[config.mk]
export PLATFORM = sky130hd
export DESIGN_NAME = keypad_responder_flat
export DESIGN_NICKNAME = d
export VERILOG_FILES = /design/src/rtl/keypad_pkg.sv /design/src/rtl/keypad_responder_if.sv /design/src/rtl/keypad_responder.sv /design/src/flat_wrapper.sv
export SDC_FILE = /design/constraint.sdc
export NUM_CORES = 1
export LEC_CHECK = 0
export BUFFER_PORTS_ARGS = -buffer_cell sky130_fd_sc_hd__buf_4
export CAP_MARGIN = 20
export CORE_MARGIN = 4
export CORE_UTILIZATION = 49
export CTS_CLUSTER_DIAMETER = 150
export DETAILED_ROUTE_END_ITERATION = 10
export PLACE_DENSITY = 0.68
export SLEW_MARGIN = 25
export SYNTH_ARGS = -nofsm -noshare
export SYNTH_HDL_FRONTEND = slang
export SYNTH_SLANG_ARGS = --single-unit
[constraint.sdc]
create_clock -name clk -period 3.62 [get_ports clk]
set_input_delay 0.181 -clock clk [delete_from_list [all_inputs] [get_ports clk]]
set_output_delay 0.181 -clock clk [all_outputs]
set_load 0.01 [all_outputs]
[src/rtl/keypad_pkg.sv]
// Shared keypad definitions: column strobes, key codes, responder states
// and the key-code to column/row map used by scanner and responder.
package keypad_pkg;

   localparam logic [2:0] NO_SCAN = 3'b000;
   localparam logic [2:0] COLUMN1 = 3'b001;
   localparam logic [2:0] COLUMN2 = 3'b010;
   localparam logic [2:0] COLUMN3 = 3'b100;

   localparam logic [3:0] KEY_STAR = 4'd10;
   localparam logic [3:0] KEY_HASH = 4'd11;

   typedef logic [3:0] key_code_t;

   typedef enum logic [1:0] {
      IDLE,
      ARM,
      HOLD,
      GAP
   } kp_state_e;

   typedef struct packed {
      logic       valid;
      logic [2:0] col;
      logic [3:0] row;
   } colrow_t;

   function automatic colrow_t key_to_colrow(input key_code_t code);
      colrow_t r;
      r = '0;
      r.valid = 1'b1;
      case (code)
         4'd1:     begin r.col = COLUMN1; r.row = 4'b0001; end
         4'd4:     begin r.col = COLUMN1; r.row = 4'b0010; end
         4'd7:     begin r.col = COLUMN1; r.row = 4'b0100; end
         KEY_STAR: begin r.col = COLUMN1; r.row = 4'b1000; end
         4'd2:     begin r.col = COLUMN2; r.row = 4'b0001; end
         4'd5:     begin r.col = COLUMN2; r.row = 4'b0010; end
         4'd8:     begin r.col = COLUMN2; r.row = 4'b0100; end
         4'd0:     begin r.col = COLUMN2; r.row = 4'b1000; end
         4'd3:     begin r.col = COLUMN3; r.row = 4'b0001; end
         4'd6:     begin r.col = COLUMN3; r.row = 4'b0010; end
         4'd9:     begin r.col = COLUMN3; r.row = 4'b0100; end
         KEY_HASH: begin r.col = COLUMN3; r.row = 4'b1000; end
         default:  r = '0;
      endcase
      return r;
   endfunction

endpackage

[src/rtl/keypad_responder_if.sv]
// Press-command handshake between a test sequencer and the keypad responder.
interface keypad_cmd_if
   import keypad_pkg::*;
();
   logic      cmd_valid;
   key_code_t cmd_key;
   logic      cmd_ready;

   modport master (
      output cmd_valid,
      output cmd_key,
      input  cmd_ready
   );

   modport slave (
      input  cmd_valid,
      input  cmd_key,
      output cmd_ready
   );
endinterface

[src/rtl/keypad_responder.sv]
// Emulates a physical key on the 3x4 keypad matrix: drives the row lines
// when the scanner strobes the pressed key's column. Bounce: KEYPAD_BOUNCE_EN.
module keypad_responder
   import keypad_pkg::*;
#(
   parameter int HOLD_CYCLES    = 50000,
   parameter int GAP_CYCLES     = 50000,
   parameter int TIMEOUT_CYCLES = 200000,
   parameter int BOUNCE_CYCLES  = 1024
) (
   input  logic             clk,
   input  logic             rst,
   keypad_cmd_if.slave      cmd,
   input  logic [2:0]       key_col,
   output logic [3:0]       key_row,
   output logic             busy,
   output logic             done_pulse,
   output logic             err_pulse
);

   localparam int MAX_A   = (HOLD_CYCLES > GAP_CYCLES) ? HOLD_CYCLES : GAP_CYCLES;
   localparam int MAX_B   = (TIMEOUT_CYCLES > BOUNCE_CYCLES) ? TIMEOUT_CYCLES : BOUNCE_CYCLES;
   localparam int CNT_MAX = (MAX_A > MAX_B) ? MAX_A : MAX_B;
   localparam int CW      = $clog2(CNT_MAX) + 1;

   typedef logic [CW-1:0] cnt_t;

   localparam cnt_t CNT_TOP   = cnt_t'(CNT_MAX);
   localparam cnt_t HOLD_LAST = cnt_t'(HOLD_CYCLES - 1);
   localparam cnt_t GAP_LAST  = cnt_t'(GAP_CYCLES - 1);
   localparam cnt_t TO_LAST   = cnt_t'(TIMEOUT_CYCLES - 1);

   kp_state_e  state_q, state_d;
   cnt_t       cnt_q, cnt_d, cnt_inc;
   logic [2:0] col_q, col_d;
   logic [3:0] mask_q, mask_d;
   logic [3:0] row_q, row_d;
   logic       done_q, done_d;
   logic       err_q, err_d;
   logic       hit;
   logic       hold_drv, gap_drv, drive;
   colrow_t    cr;

`ifdef KEYPAD_BOUNCE_EN
   logic [3:0] bnc_q, bnc_d;
   logic       bwin;
`endif

   always_comb begin
      state_d = state_q;
      cnt_d   = cnt_q;
      col_d   = col_q;
      mask_d  = mask_q;
      done_d  = 1'b0;
      err_d   = 1'b0;
      cr      = key_to_colrow(cmd.cmd_key);
      hit     = (key_col == col_q);
      cnt_inc = (cnt_q == CNT_TOP) ? cnt_q : cnt_q + 1'b1;
      case (state_q)
         IDLE: begin
            if (cmd.cmd_valid) begin
               if (cr.valid) begin
                  state_d = ARM;
                  col_d   = cr.col;
                  mask_d  = cr.row;
                  cnt_d   = '0;
               end else begin
                  err_d   = 1'b1;
               end
            end
         end
         ARM: begin
            if (hit) begin
               state_d = HOLD;
               cnt_d   = '0;
            end else if (cnt_q == TO_LAST) begin
               state_d = IDLE;
               cnt_d   = '0;
               err_d   = 1'b1;
            end else begin
               cnt_d   = cnt_inc;
            end
         end
         HOLD: begin
            if (cnt_q == HOLD_LAST) begin
               state_d = GAP;
               cnt_d   = '0;
            end else begin
               cnt_d   = cnt_inc;
            end
         end
         GAP: begin
            if (cnt_q == GAP_LAST) begin
               state_d = IDLE;
               cnt_d   = '0;
               done_d  = 1'b1;
            end else begin
               cnt_d   = cnt_inc;
            end
         end
         default: state_d = IDLE;
      endcase
   end

   // Row drive looks at next-cycle state so rows drop exactly on HOLD exit.
   always_comb begin
`ifdef KEYPAD_BOUNCE_EN
      bnc_d    = (state_d != state_q) ? 4'd0 : bnc_q + 4'd1;
      bwin     = (cnt_d < cnt_t'(BOUNCE_CYCLES));
      hold_drv = !bwin || bnc_d[3];
      gap_drv  = bwin && bnc_d[3];
`else
      hold_drv = 1'b1;
      gap_drv  = 1'b0;
`endif
      drive = hit && (((state_d == HOLD) && hold_drv) ||
                      ((state_d == GAP) && gap_drv));
      row_d = drive ? mask_d : 4'b0000;
   end

   always_ff @(posedge clk) begin
      if (rst) begin
         state_q <= IDLE;
         cnt_q   <= '0;
         col_q   <= NO_SCAN;
         mask_q  <= 4'b0000;
         row_q   <= 4'b0000;
         done_q  <= 1'b0;
         err_q   <= 1'b0;
`ifdef KEYPAD_BOUNCE_EN
         bnc_q   <= 4'd0;
`endif
      end else begin
         state_q <= state_d;
         cnt_q   <= cnt_d;
         col_q   <= col_d;
         mask_q  <= mask_d;
         row_q   <= row_d;
         done_q  <= done_d;
         err_q   <= err_d;
`ifdef KEYPAD_BOUNCE_EN
         bnc_q   <= bnc_d;
`endif
      end
   end

   assign key_row       = row_q;
   assign busy          = (state_q != IDLE);
   assign cmd.cmd_ready = (state_q == IDLE);
   assign done_pulse    = done_q;
   assign err_pulse     = err_q;

endmodule

[src/flat_wrapper.sv]
// flat-port wrapper written by rule: the top's interface ports become plain ports
module keypad_responder_flat import keypad_pkg::*;
#(
   parameter int HOLD_CYCLES    = 50000,
   parameter int GAP_CYCLES     = 50000,
   parameter int TIMEOUT_CYCLES = 200000,
   parameter int BOUNCE_CYCLES  = 1024
)
  (clk, rst, key_col, key_row, busy, done_pulse, err_pulse, cmd_cmd_valid, cmd_cmd_key, cmd_cmd_ready);
  keypad_cmd_if cmd_i ();
  input  logic clk;
  input  logic rst;
  input  logic [2:0] key_col;
  output logic [3:0] key_row;
  output logic busy;
  output logic done_pulse;
  output logic err_pulse;
  input wire logic [$bits(cmd_i.cmd_valid)-1:0] cmd_cmd_valid;
  input wire logic [$bits(cmd_i.cmd_key)-1:0] cmd_cmd_key;
  output wire logic [$bits(cmd_i.cmd_ready)-1:0] cmd_cmd_ready;
  assign cmd_i.cmd_valid = cmd_cmd_valid;
  assign cmd_i.cmd_key = cmd_cmd_key;
  assign cmd_cmd_ready = cmd_i.cmd_ready;
  keypad_responder #(.HOLD_CYCLES(HOLD_CYCLES), .GAP_CYCLES(GAP_CYCLES), .TIMEOUT_CYCLES(TIMEOUT_CYCLES), .BOUNCE_CYCLES(BOUNCE_CYCLES)) u_core (.clk(clk), .rst(rst), .cmd(cmd_i), .key_col(key_col), .key_row(key_row), .busy(busy), .done_pulse(done_pulse), .err_pulse(err_pulse));
endmodule
==> summary.md <==
| Metric | Value |
|---|---|
| Worst Hold End | u_core.cnt_q[4]$_SDFFE_PP0P_ |
| Setup violators final | 0 |
| Cell Area, Synth | between 1500 and 2000 um2 |
| Post-Syn Nets | ~270 |
| Main synth FF type | dfxtp_1 |
| Post-Route WL | ~4800 um |
| WL met1 | 2390 um |
| Post-Route Skew | about 0.0064 ns |
| Top cell type by total area after synthesis | dfxtp_1 |
| Warnings from Yosys | 0 |
| Clock sink count | 34 |
| H-tree depth | 2 |
| TritonCTS Buffers | 5 |
| Count leader, synth | nand2_1 |
| Largest net degree at the start of global routing | 21 |
| Final Non-Filler Cells | 316 |
| GRT Total Usage | 19.8% |
| Layout fillers | approximately 350 |
| Slew headroom | 29.7% |
| Antenna diodes | 0 |
| R2R setup slack | 1.23 ns |
| Hold_buf cts | 0 |
| Vias in the first global route | between 1500 and 2000 |
| Worst r2r src | u_core.cnt_q[1]$_SDFFE_PP0P_ |
| Worst-Margin Slew | 1.05 ns |
| Detailed-route via count | ~1900 |
| Core area | 3800 um2 |
| Initial DRC count | 124 |
| First-pass GRT wire length | 8210 um |
| Final #Nets | 279 |
| Port Buffer Count | 17 |
| Synth async-reset ratio | 0% |
| Post-synth EDFFs | 0 |
| Setup repair bufs after CTS | 0 |
| Hold Crit Class | primary input to flip-flop |
| Crit path launch type | flip-flop |
| Initial antenna violation count | 0 |
| CP required | 3.84 ns |
| Drt drc | 0 |
| Placed cells | 308 |
| CTS resizes | 0 |
| Die height | 71.7 um |
| Status | finished clean |
| CTS tree | built |
| Ports | 18 |
| Drt via density | 6.09 |
| Post-synth cell types | 56 |
| Final hold vios | 0 |
| WHS Path Cells | 4 |
| Post-synthesis sequential area ratio | 34.2% |
| Root buf cell | clkbuf_8 |
| Avg Inst Size Synth | slightly below 8 um2 |
| WL met3 | ~260 um |
| Worst vdd ir | 0.241 mV |
| Critical path class | flip-flop to flip-flop |
| Post-DP HPWL | 3360 um |
| Crit Path Max Fanout | 12 |
| DIE AREA | 5150 um2 |
| Achievable clock frequency | 419 MHz |
| Area Overhead vs Synth | 10.8% |
| RSZ-0062 raised after global routing | no |
| Synthesized netlist cell count | 259 |
| Slew Limit Fails | 0 |
| Crit end category | flip-flop |
| Commonest cells post-synth | nand2_1 (40), dfxtp_1 (34), nor2_1 (21) |
| Post-Route Setup TNS | 0 ns |
| Per-cell routed wire length | 15.2 um |
| Final min period | approximately 2.4 ns |
| FP Rows | 22 |
| Post-route clock period utilization | 66.0% |
| Critical path arrival | 2.61 ns |
| DR pass1 iterations | 4 |
| Gpl congestion | slightly above 0.8 |
| Die X | 71.7 um |
| Initial Util | 52.4% |
| Clock Tree Buf Depth | 2 |
| Top sig layer | met4 |
| Dominant cells by area after synthesis | dfxtp_1 (34%), nand2_1 (7.5%), nor2_1 (4.0%) |
| Reg2Reg Depth | 6 |
| Met2 WL | 2090 um |
| Power per Cell Area | 372 nW/um2 |
| Skew-Pair Late Insertion Delay | 0.29 ns |
| Worst hold start | cmd_cmd_valid |
| Reg-to-Reg End | u_core.cnt_q[0]$_SDFFE_PP0P_ |
| Pleak | 0.000811 uW |
| Grt ovf | 0 |
| Pwr Total | 822 uW |
| FF+latch count, synth | 34 |
| Clk slew on worst S/H paths | approximately 0.07 ns |
| Share of cells above drive strength 1 | 13.8% |
| Area fraction of the dominant cell type after synthesis | between 30% and 40% |
| ANT nets after route | 0 |
| Maxcap violations | 0 |
[worst max-delay path, stage by stage, from the launching register on]
cell and delay [ns]:
dfxtp_1 0.36, ha_1 0.24, and3_2 0.23, and4_1 0.23, a21oi_1 0.85, o211ai_1 0.22
a22oi_1 0.18
[sequential cells by signal (all words and copies together), names as in the netlist]
register and cells:
u_core.mask_q 4, u_core.state_q 2, u_core.key_row 4, u_core.cnt_q 19
u_core.done_pulse 1, u_core.err_pulse 1, u_core.col_q 3
[metal layers]
layer  vias up  track usage, %
li1        977               -
met1       897            29.5
met2        43            29.0
met3         6            4.21
met4         0            5.01
met5         -               0
[power by group]
| group | switching [uW] | internal (uW) |
|---|---|---|
| Combinational | 78.3 | 46.5 |
| Clock | 140 | 153 |
| Sequential | 15.4 | 388 |
| Total | 233 | 588 |
[through the flow]
stage / setup WS [ns] / cell area (um2) / hold WS [ns] / utilization [%]
floorplan: 1.73 / 1990 / 0.401 / -
CTS: 1.28 / 2210 / 0.228 / 58.1
global placement: 1.29 / 2110 / 0.463 / 55.7
finish: 1.23 / 2210 / 0.230 / 58.1
global route: 1.10 / 2210 / 0.239 / 58.1
detailed placement: 1.29 / 2110 / 0.475 / 55.7
[cell families after synthesis]
group | Yosys count | synth area share (%)
AOI/OAI and AO/OA | 72 | 26.8
xor gates and xnor gates | 4 | 1.76
adders and majority gates | 2 | 1.26
buffers and inverters | 27 | 5.47
DFF | 34 | 34.2
and+or+nand+nor | 120 | 30.5
[worst max path at each step]
stage,startpoint,to,slack [ns],depth (start not counted)
floorplan,u_core.cnt_q[7]$_SDFFE_PP0P_,u_core.cnt_q[13]$_SDFFE_PP0P_,1.73,7
global placement,u_core.cnt_q[1]$_SDFFE_PP0P_,u_core.cnt_q[4]$_SDFFE_PP0P_,1.29,6
detailed placement,u_core.cnt_q[1]$_SDFFE_PP0P_,u_core.cnt_q[0]$_SDFFE_PP0P_,1.29,6
CTS,u_core.cnt_q[1]$_SDFFE_PP0P_,u_core.cnt_q[0]$_SDFFE_PP0P_,1.28,6
finish,u_core.cnt_q[1]$_SDFFE_PP0P_,u_core.cnt_q[0]$_SDFFE_PP0P_,1.23,6
global route,u_core.cnt_q[1]$_SDFFE_PP0P_,u_core.cnt_q[0]$_SDFFE_PP0P_,1.10,6
[area by class of cell]
| class | count | area [um2] | share of cell area, % |
|---|---|---|---|
| Multi-Input combinational cell | 198 | 1200 | 54.5 |
| Sequential cell | 34 | 681 | 30.9 |
| Tap cell | 48 | 60.1 | 2.72 |
| Clock inverter | 1 | 5.00 | 0.227 |
| Timing Repair Buffer | 18 | 135 | 6.13 |
| Inverter | 10 | 37.5 | 1.70 |
| Clock buffer | 7 | 86.3 | 3.91 |
[cells in the final DEF (no fill, tap or decap), types with 3 or more instances in the layout]
cell type / Yosys / final
a21o_1: 6 / 6
a21oi_1: 9 / 9
a221oi_1: 6 / 6
a22oi_1: 3 / 3
a31oi_1: 4 / 4
and2_1: 6 / 6
buf_4: 0 / 18
clkbuf_8: 0 / 6
dfxtp_1: 34 / 34
inv_1: 10 / 10
nand2_1: 40 / 40
nand3_1: 7 / 7
nand4_1: 6 / 6
nor2_1: 21 / 21
nor3_1: 9 / 9
nor4_1: 6 / 6
o2111ai_1: 4 / 4
o211ai_1: 5 / 5
o21a_1: 3 / 3
o21ai_0: 8 / 8
o221ai_1: 5 / 5
or2_2: 4 / 4
or3_1: 3 / 3
xor2_1: 3 / 3
Note: power is estimated with default switching activity, not from simulation.
